**src/rtl/airi5c_spi_slave.sv**
```systemverilog
// SPI mode-0 (CPOL=0, CPHA=0) slave, MSB first, oversampled entirely in the CLK domain.
// Core handshakes: a word moves on every CLK edge where valid and ready are both high.
module airi5c_spi_slave #(
    parameter int unsigned           DATA_WIDTH  = 8,
    parameter int unsigned           SYNC_STAGES = 2,
    parameter logic [DATA_WIDTH-1:0] TX_DUMMY    = 8'hFF
) (
    input  logic                  CLK,
    input  logic                  nRESET,
    input  logic                  spi_sclk,
    input  logic                  spi_nss,
    input  logic                  spi_mosi,
    output logic                  spi_miso,
    output logic                  spi_miso_oe,
    input  logic [DATA_WIDTH-1:0] tx_data,
    input  logic                  tx_valid,
    output logic                  tx_ready,
    output logic [DATA_WIDTH-1:0] rx_data,
    output logic                  rx_valid,
    input  logic                  rx_ready,
    output logic                  rx_overrun,
    output logic                  tx_underrun,
    output logic                  busy
);

    localparam int unsigned          CNT_W    = (DATA_WIDTH > 1) ? $clog2(DATA_WIDTH) : 1;
    localparam logic [CNT_W-1:0]     LAST_BIT = CNT_W'(DATA_WIDTH - 1);

    typedef enum logic {
        S_IDLE,
        S_ACTIVE
    } state_e;

    logic [SYNC_STAGES-1:0] sclk_sync_q;
    logic [SYNC_STAGES-1:0] nss_sync_q;
    logic [SYNC_STAGES-1:0] mosi_sync_q;
    logic                   sclk_dly_q;
    logic                   nss_dly_q;

    state_e                  state_q,        state_d;
    logic [CNT_W-1:0]        bit_cnt_q,      bit_cnt_d;
    logic [DATA_WIDTH-2:0]   rx_shift_q,     rx_shift_d;
    logic [DATA_WIDTH-1:0]   tx_shift_q,     tx_shift_d;
    logic [DATA_WIDTH-1:0]   tx_buf_q,       tx_buf_d;
    logic                    tx_buf_valid_q, tx_buf_valid_d;
    logic [DATA_WIDTH-1:0]   rx_data_q,      rx_data_d;
    logic                    rx_valid_q,     rx_valid_d;
    logic                    miso_oe_q,      miso_oe_d;
    logic                    rx_overrun_q,   rx_overrun_d;
    logic                    tx_underrun_q,  tx_underrun_d;
    logic                    load_pend_q,    load_pend_d;

    logic                  sclk_s, nss_s, mosi_s;
    logic                  sclk_rise, sclk_fall, nss_rise, nss_fall;
    logic                  word_load;
    logic [DATA_WIDTH-1:0] rx_word;
    logic [DATA_WIDTH-1:0] load_word;

    // The NSS chain resets high so a released reset never looks like a select.
    always_ff @(posedge CLK or negedge nRESET) begin
        if (!nRESET) begin
            sclk_sync_q <= '0;
            nss_sync_q  <= '1;
            mosi_sync_q <= '0;
            sclk_dly_q  <= 1'b0;
            nss_dly_q   <= 1'b1;
        end else begin
            sclk_sync_q <= {sclk_sync_q[SYNC_STAGES-2:0], spi_sclk};
            nss_sync_q  <= {nss_sync_q[SYNC_STAGES-2:0], spi_nss};
            mosi_sync_q <= {mosi_sync_q[SYNC_STAGES-2:0], spi_mosi};
            sclk_dly_q  <= sclk_sync_q[SYNC_STAGES-1];
            nss_dly_q   <= nss_sync_q[SYNC_STAGES-1];
        end
    end

    assign sclk_s    = sclk_sync_q[SYNC_STAGES-1];
    assign nss_s     = nss_sync_q[SYNC_STAGES-1];
    assign mosi_s    = mosi_sync_q[SYNC_STAGES-1];
    assign sclk_rise = sclk_s & ~sclk_dly_q;
    assign sclk_fall = ~sclk_s & sclk_dly_q;
    assign nss_rise  = nss_s & ~nss_dly_q;
    assign nss_fall  = ~nss_s & nss_dly_q;
    assign rx_word   = {rx_shift_q, mosi_s};
    assign load_word = tx_buf_valid_q ? tx_buf_q : TX_DUMMY;

    always_comb begin
        state_d        = state_q;
        bit_cnt_d      = bit_cnt_q;
        rx_shift_d     = rx_shift_q;
        tx_shift_d     = tx_shift_q;
        tx_buf_d       = tx_buf_q;
        tx_buf_valid_d = tx_buf_valid_q;
        rx_data_d      = rx_data_q;
        rx_valid_d     = rx_valid_q;
        miso_oe_d      = miso_oe_q;
        load_pend_d    = load_pend_q;
        rx_overrun_d   = 1'b0;
        tx_underrun_d  = 1'b0;
        word_load      = 1'b0;

        if (rx_valid_q && rx_ready) begin
            rx_valid_d = 1'b0;
        end
        // A capture never bypasses into a load happening in the same cycle.
        if (tx_valid && !tx_buf_valid_q) begin
            tx_buf_d       = tx_data;
            tx_buf_valid_d = 1'b1;
        end

        case (state_q)
            S_IDLE: begin
                bit_cnt_d = '0;
                if (nss_fall) begin
                    state_d   = S_ACTIVE;
                    word_load = 1'b1;
                end
            end
            S_ACTIVE: begin
                if (nss_rise) begin
                    state_d     = S_IDLE;
                    bit_cnt_d   = '0;
                    rx_shift_d  = '0;
                    tx_shift_d  = '0;
                    miso_oe_d   = 1'b0;
                    load_pend_d = 1'b0;
                end else if (sclk_rise) begin
                    rx_shift_d = rx_word[DATA_WIDTH-2:0];
                    if (bit_cnt_q == LAST_BIT) begin
                        bit_cnt_d   = '0;
                        load_pend_d = 1'b1;
                        if (!rx_valid_q || rx_ready) begin
                            rx_data_d  = rx_word;
                            rx_valid_d = 1'b1;
                        end else begin
                            rx_overrun_d = 1'b1;
                        end
                    end else begin
                        bit_cnt_d = bit_cnt_q + 1'b1;
                    end
                end else if (sclk_fall) begin
                    if (load_pend_q) begin
                        word_load = 1'b1;
                    end else begin
                        tx_shift_d = {tx_shift_q[DATA_WIDTH-2:0], 1'b0};
                    end
                end
            end
            default: state_d = S_IDLE;
        endcase

        if (word_load) begin
            tx_shift_d    = load_word;
            tx_underrun_d = ~tx_buf_valid_q;
            miso_oe_d     = 1'b1;
            load_pend_d   = 1'b0;
            if (tx_buf_valid_q) begin
                tx_buf_valid_d = 1'b0;
            end
        end
    end

    always_ff @(posedge CLK or negedge nRESET) begin
        if (!nRESET) begin
            state_q        <= S_IDLE;
            bit_cnt_q      <= '0;
            rx_shift_q     <= '0;
            tx_shift_q     <= '0;
            tx_buf_q       <= '0;
            tx_buf_valid_q <= 1'b0;
            rx_data_q      <= '0;
            rx_valid_q     <= 1'b0;
            miso_oe_q      <= 1'b0;
            rx_overrun_q   <= 1'b0;
            tx_underrun_q  <= 1'b0;
            load_pend_q    <= 1'b0;
        end else begin
            state_q        <= state_d;
            bit_cnt_q      <= bit_cnt_d;
            rx_shift_q     <= rx_shift_d;
            tx_shift_q     <= tx_shift_d;
            tx_buf_q       <= tx_buf_d;
            tx_buf_valid_q <= tx_buf_valid_d;
            rx_data_q      <= rx_data_d;
            rx_valid_q     <= rx_valid_d;
            miso_oe_q      <= miso_oe_d;
            rx_overrun_q   <= rx_overrun_d;
            tx_underrun_q  <= tx_underrun_d;
            load_pend_q    <= load_pend_d;
        end
    end

    // MISO is the shift register MSB; the register is cleared whenever the slave is idle.
    assign spi_miso    = tx_shift_q[DATA_WIDTH-1];
    assign spi_miso_oe = miso_oe_q;
    assign tx_ready    = ~tx_buf_valid_q;
    assign rx_data     = rx_data_q;
    assign rx_valid    = rx_valid_q;
    assign rx_overrun  = rx_overrun_q;
    assign tx_underrun = tx_underrun_q;
    assign busy        = (state_q == S_ACTIVE);

endmodule

```
**config.mk**
```make
export PLATFORM = sky130hd
export DESIGN_NAME = airi5c_spi_slave
export DESIGN_NICKNAME = d
export VERILOG_FILES = /design/src/rtl/airi5c_spi_slave.sv
export SDC_FILE = /design/constraint.sdc
export NUM_CORES = 1
export LEC_CHECK = 0
export BUFFER_PORTS_ARGS = -buffer_cell sky130_fd_sc_hd__buf_2
export CAP_MARGIN = 20
export CELL_PAD_IN_SITES_DETAIL_PLACEMENT = 1
export CELL_PAD_IN_SITES_GLOBAL_PLACEMENT = 1
export CORE_ASPECT_RATIO = 2
export CORE_UTILIZATION = 34
export DETAILED_ROUTE_END_ITERATION = 10
export MAX_ROUTING_LAYER = met4
export PLACE_DENSITY_LB_ADDON = 0.3
export SYNTH_ARGS = -nofsm -noshare
export SYNTH_HDL_FRONTEND = slang
export SYNTH_SLANG_ARGS = --single-unit
```
**constraint.sdc**
```tcl
create_clock -name CLK -period 4.1 [get_ports CLK]
set_input_delay 0 -clock CLK [delete_from_list [all_inputs] [get_ports CLK]]
set_output_delay 0 -clock CLK [all_outputs]
set_load 0.02 [all_outputs]
```
==> results.py <==
metrics = {
    "drt": {
        "ant_nets": 0,
        "post-route-drc-count": 0,
        "routed_wirelength_um": 3958,
        "drtIter0Drc": 42,
        "routed_via_density": 5.134,
        "vias": 1304,
        "wl_per_cell_um": 15.58,
        "dr.pass1.iters": 4,
    },
    "cells_and_area": {
        "utilization_pct": 43.28,
        "final_cell_mix": "46 x dfrtp_1, 29 x buf_2, 15 x nand2_1, 15 x mux2_2, 13 x nor2_1",
        "fillers": 607,
        "drive_gt1_share_pct": 37.82,
        "syn2layout_area_growth_pct": 22.91,
        "final_common_cell": "dfrtp_1",
        "fin_cells": 254,
        "diodes": 0,
        "nNetsFinal": 211,
    },
    "place": {
        "place.gp.congestion": 0.7629,
        "hpwl_um": 2830,
        "placed_cells": 235,
        "io_buffers": 29,
    },
    "logic_synthesis": {
        "synth_area_leaders": "dfrtp_1 58%, mux2_2 8.5%, mux2_4 6.0%",
        "ys_types": 28,
        "synth.largest_area_cell": "dfrtp_1",
        "syn_avg_cell_area_um2": 13.29,
        "yosysWarnings": 0,
        "async_flop_share_pct": 100.0,
        "syn_inst": 150,
        "ys.flop_type": "dfrtp_1",
        "ys_ff_latch": 49,
        "syn_area_um2": 1993,
        "yosys.area.top_type_share_pct": 57.75,
        "syn_nets": 167,
        "yosysSeqAreaShare_pct": 61.71,
        "synth-edff-count": 0,
    },
    "power": {
        "p_total_uw": 1259,
        "powerDensity_nw_per_um2": 513.9,
        "leakagePower_uw": 0.001203,
        "ir_worst_vdd_mv": 0.3676,
    },
    "clock_tree": {
        "cts_max_level": 2,
        "numClockSinks": 49,
        "numCtsBuffers": 5,
        "clock_latency_ns": 0.28,
        "cts_root_buf": "clkbuf_16",
        "clk_path_buf_depth": 2,
        "cts_tree": "yes",
        "clk_pin_slew_ns": 0.06,
    },
    "timing": {
        "setup_viol": 0,
        "setup-tns-final_ns": 0,
        "clock.fmax_mhz": 450.5,
        "finalCriticalPeriod_ns": 2.220,
        "hold_viol": 0,
        "clock_skew_ns": 0.004808,
        "drv_slew": 0,
        "grt_setup_unrepaired": "false",
        "fin_crit_sh_pct": 54.14,
        "slew_headroom_pct": 40.38,
        "worst_pin_slew_ns": 0.8827,
    },
    "floorplan": {
        "dieArea_um2": 6191,
        "io_pins": 30,
        "core_region_area_um2": 5660,
        "die_width_um": 56.14,
        "die_height_um": 110.3,
        "start_util_pct": 35.21,
        "fp-row-count": 39,
    },
    "min_path": {
        "holdPathStages": 3,
        "hold_path.class": "input port to flip-flop",
        "min-delay-start": "rx_ready",
    },
    "setup_path": {
        "cp_cell_sequence": "nand2b_1 > a41oi_1 > o22ai_1 > mux2_2",
        "worstPathRequired_ns": 4.27,
        "critPathTopFamily": "compound AO/OA/AOI/OAI gates",
        "rr_worst_depth": 4,
        "cp.arrival_ns": 2.39,
        "crit_start": "nss_sync_q[1]",
        "crit_path_end_kind": "flip-flop",
        "crit_buf_inv": 0,
        "r2r_start": "nss_sync_q[1]",
        "path_depth": 4,
        "start_kind": "flip-flop",
        "worst_path_largest_cell_delay_ns": 0.83,
        "worstSetupPathType": "flip-flop to flip-flop",
        "cp_slowest_cell": "a41oi_1",
        "critPathMaxFanout": 11,
    },
    "global_route": {
        "grt-ovfl-total": 0,
        "grt_max_degree": 50,
        "grt_pass1_vias": 1445,
        "antenna_found_initial": 0,
        "grt_usage_pct": 15.20,
        "grt_pass1_wl_um": 6893,
    },
    "flow_run": {
        "maxCapViolations": 0,
    },
    "status": {
        "status": "finished, final reports clean",
    },
}
[flip-flops by register name, indices dropped and copies added, names as in the netlist]
name / flops
mosi_sync_q: 2
rx_valid: 1
nss_sync_q: 2
nss_dly_q: 1
busy: 1
tx_buf_q: 8
tx_shift_q: 8
tx_buf_valid_q: 1
sclk_dly_q: 1
rx_overrun: 1
spi_miso_oe: 1
bit_cnt_q: 3
rx_data: 8
sclk_sync_q: 2
tx_underrun: 1
load_pend_q: 1
rx_shift_q: 7
[where the power goes]
part | total [uW] | internal [uW] | switching [uW] | leakage (uW)
Clock | 373 | 218 | 155 | 0.0000655
Combinational | 253 | 126 | 127 | 0.000510
Sequential | 633 | 577 | 55.7 | 0.000627
Total | 1260 | 921 | 338 | 0.00120
[worst register-to-register path, stage by stage (launching register included)]
cell	delay, ns
dfstp_2	0.55
nand2b_1	0.22
a41oi_1	0.83
o22ai_1	0.21
mux2_2	0.29
[path summary, 6_finish.rpt]
| path | end | slack, ns |
|---|---|---|
| setup reg to reg | tx_shift_q[5] | 1.88 |
| max in group asynchronous | nss_sync_q[0] | 3.45 |
| hold / removal | rx_overrun | 0.02 |
| min in group asynchronous | rx_overrun | 0.11 |
| setup / recovery | tx_shift_q[5] | 1.88 |
| hold reg to reg | sclk_sync_q[1] | 0.35 |
[synthesized netlist by cell type, types with 2 or more instances]
cell,count
buf_6,2
a31o_2,2
nand2_1,15
clkbuf_1,2
a21oi_1,2
mux2_2,15
o21ai_0,4
a22o_2,7
mux2_4,8
dfrtp_1,46
ha_1,2
nand2b_1,5
nor2b_1,4
nor2_1,13
o22ai_1,7
dfstp_2,3
mux2i_1,2
[cells by family after synthesis]
group,count (synthesis),share of synthesized area [%]
DFF,49,61.71
and+or+nand+nor,43,10.48
muxes,25,15.51
AOI/OAI and AO/OA,24,8.914
buffers and inverters,7,2.134
adders and majority gates,2,1.255
[what timing repair did]
| item | in CTS | in global routing |
|---|---|---|
| hold endpoints to repair | 57 | 0 |
| buffers inserted | 0 | 0 |
| gates resized for setup | 0 | 0 |
| hold buffers | 12 | 0 |
[stage by stage]
stage / cell area [um2] / hold WS, ns / worst slack, ns
2_1_floorplan: 1993 / -0.2956 / 2.393
3_3_place_gp: 2180 / 0.1094 / 1.961
3_5_place_dp: 2180 / 0.1089 / 1.854
4_1_cts: 2430 / 0.008747 / 1.847
5_1_grt: 2450 / 0.06151 / 1.701
6_report: 2450 / 0.01748 / 1.880
[routing by layer]
metal | global-route usage [%] | vias up | share of wire [%]
met5 | - | - | 0
li1 | - | 609 | -
met2 | 29.42 | 34 | 61
met3 | 3.384 | 7 | 3.0
met1 | 13.79 | 654 | 34
met4 | 6.969 | 0 | 2.5
[cell type report]
cell class	instances	area (um2)	area share [%]
clock buffer	5	125.1	5.107
inverter	2	7.507	0.3064
multi-input combinational	94	720.7	29.42
clock inverter	1	5.005	0.2043
timing repair buffer	42	285.3	11.64
sequential	49	1230	50.20
tap	61	76.32	3.115
(Power assumes the default switching activity.)
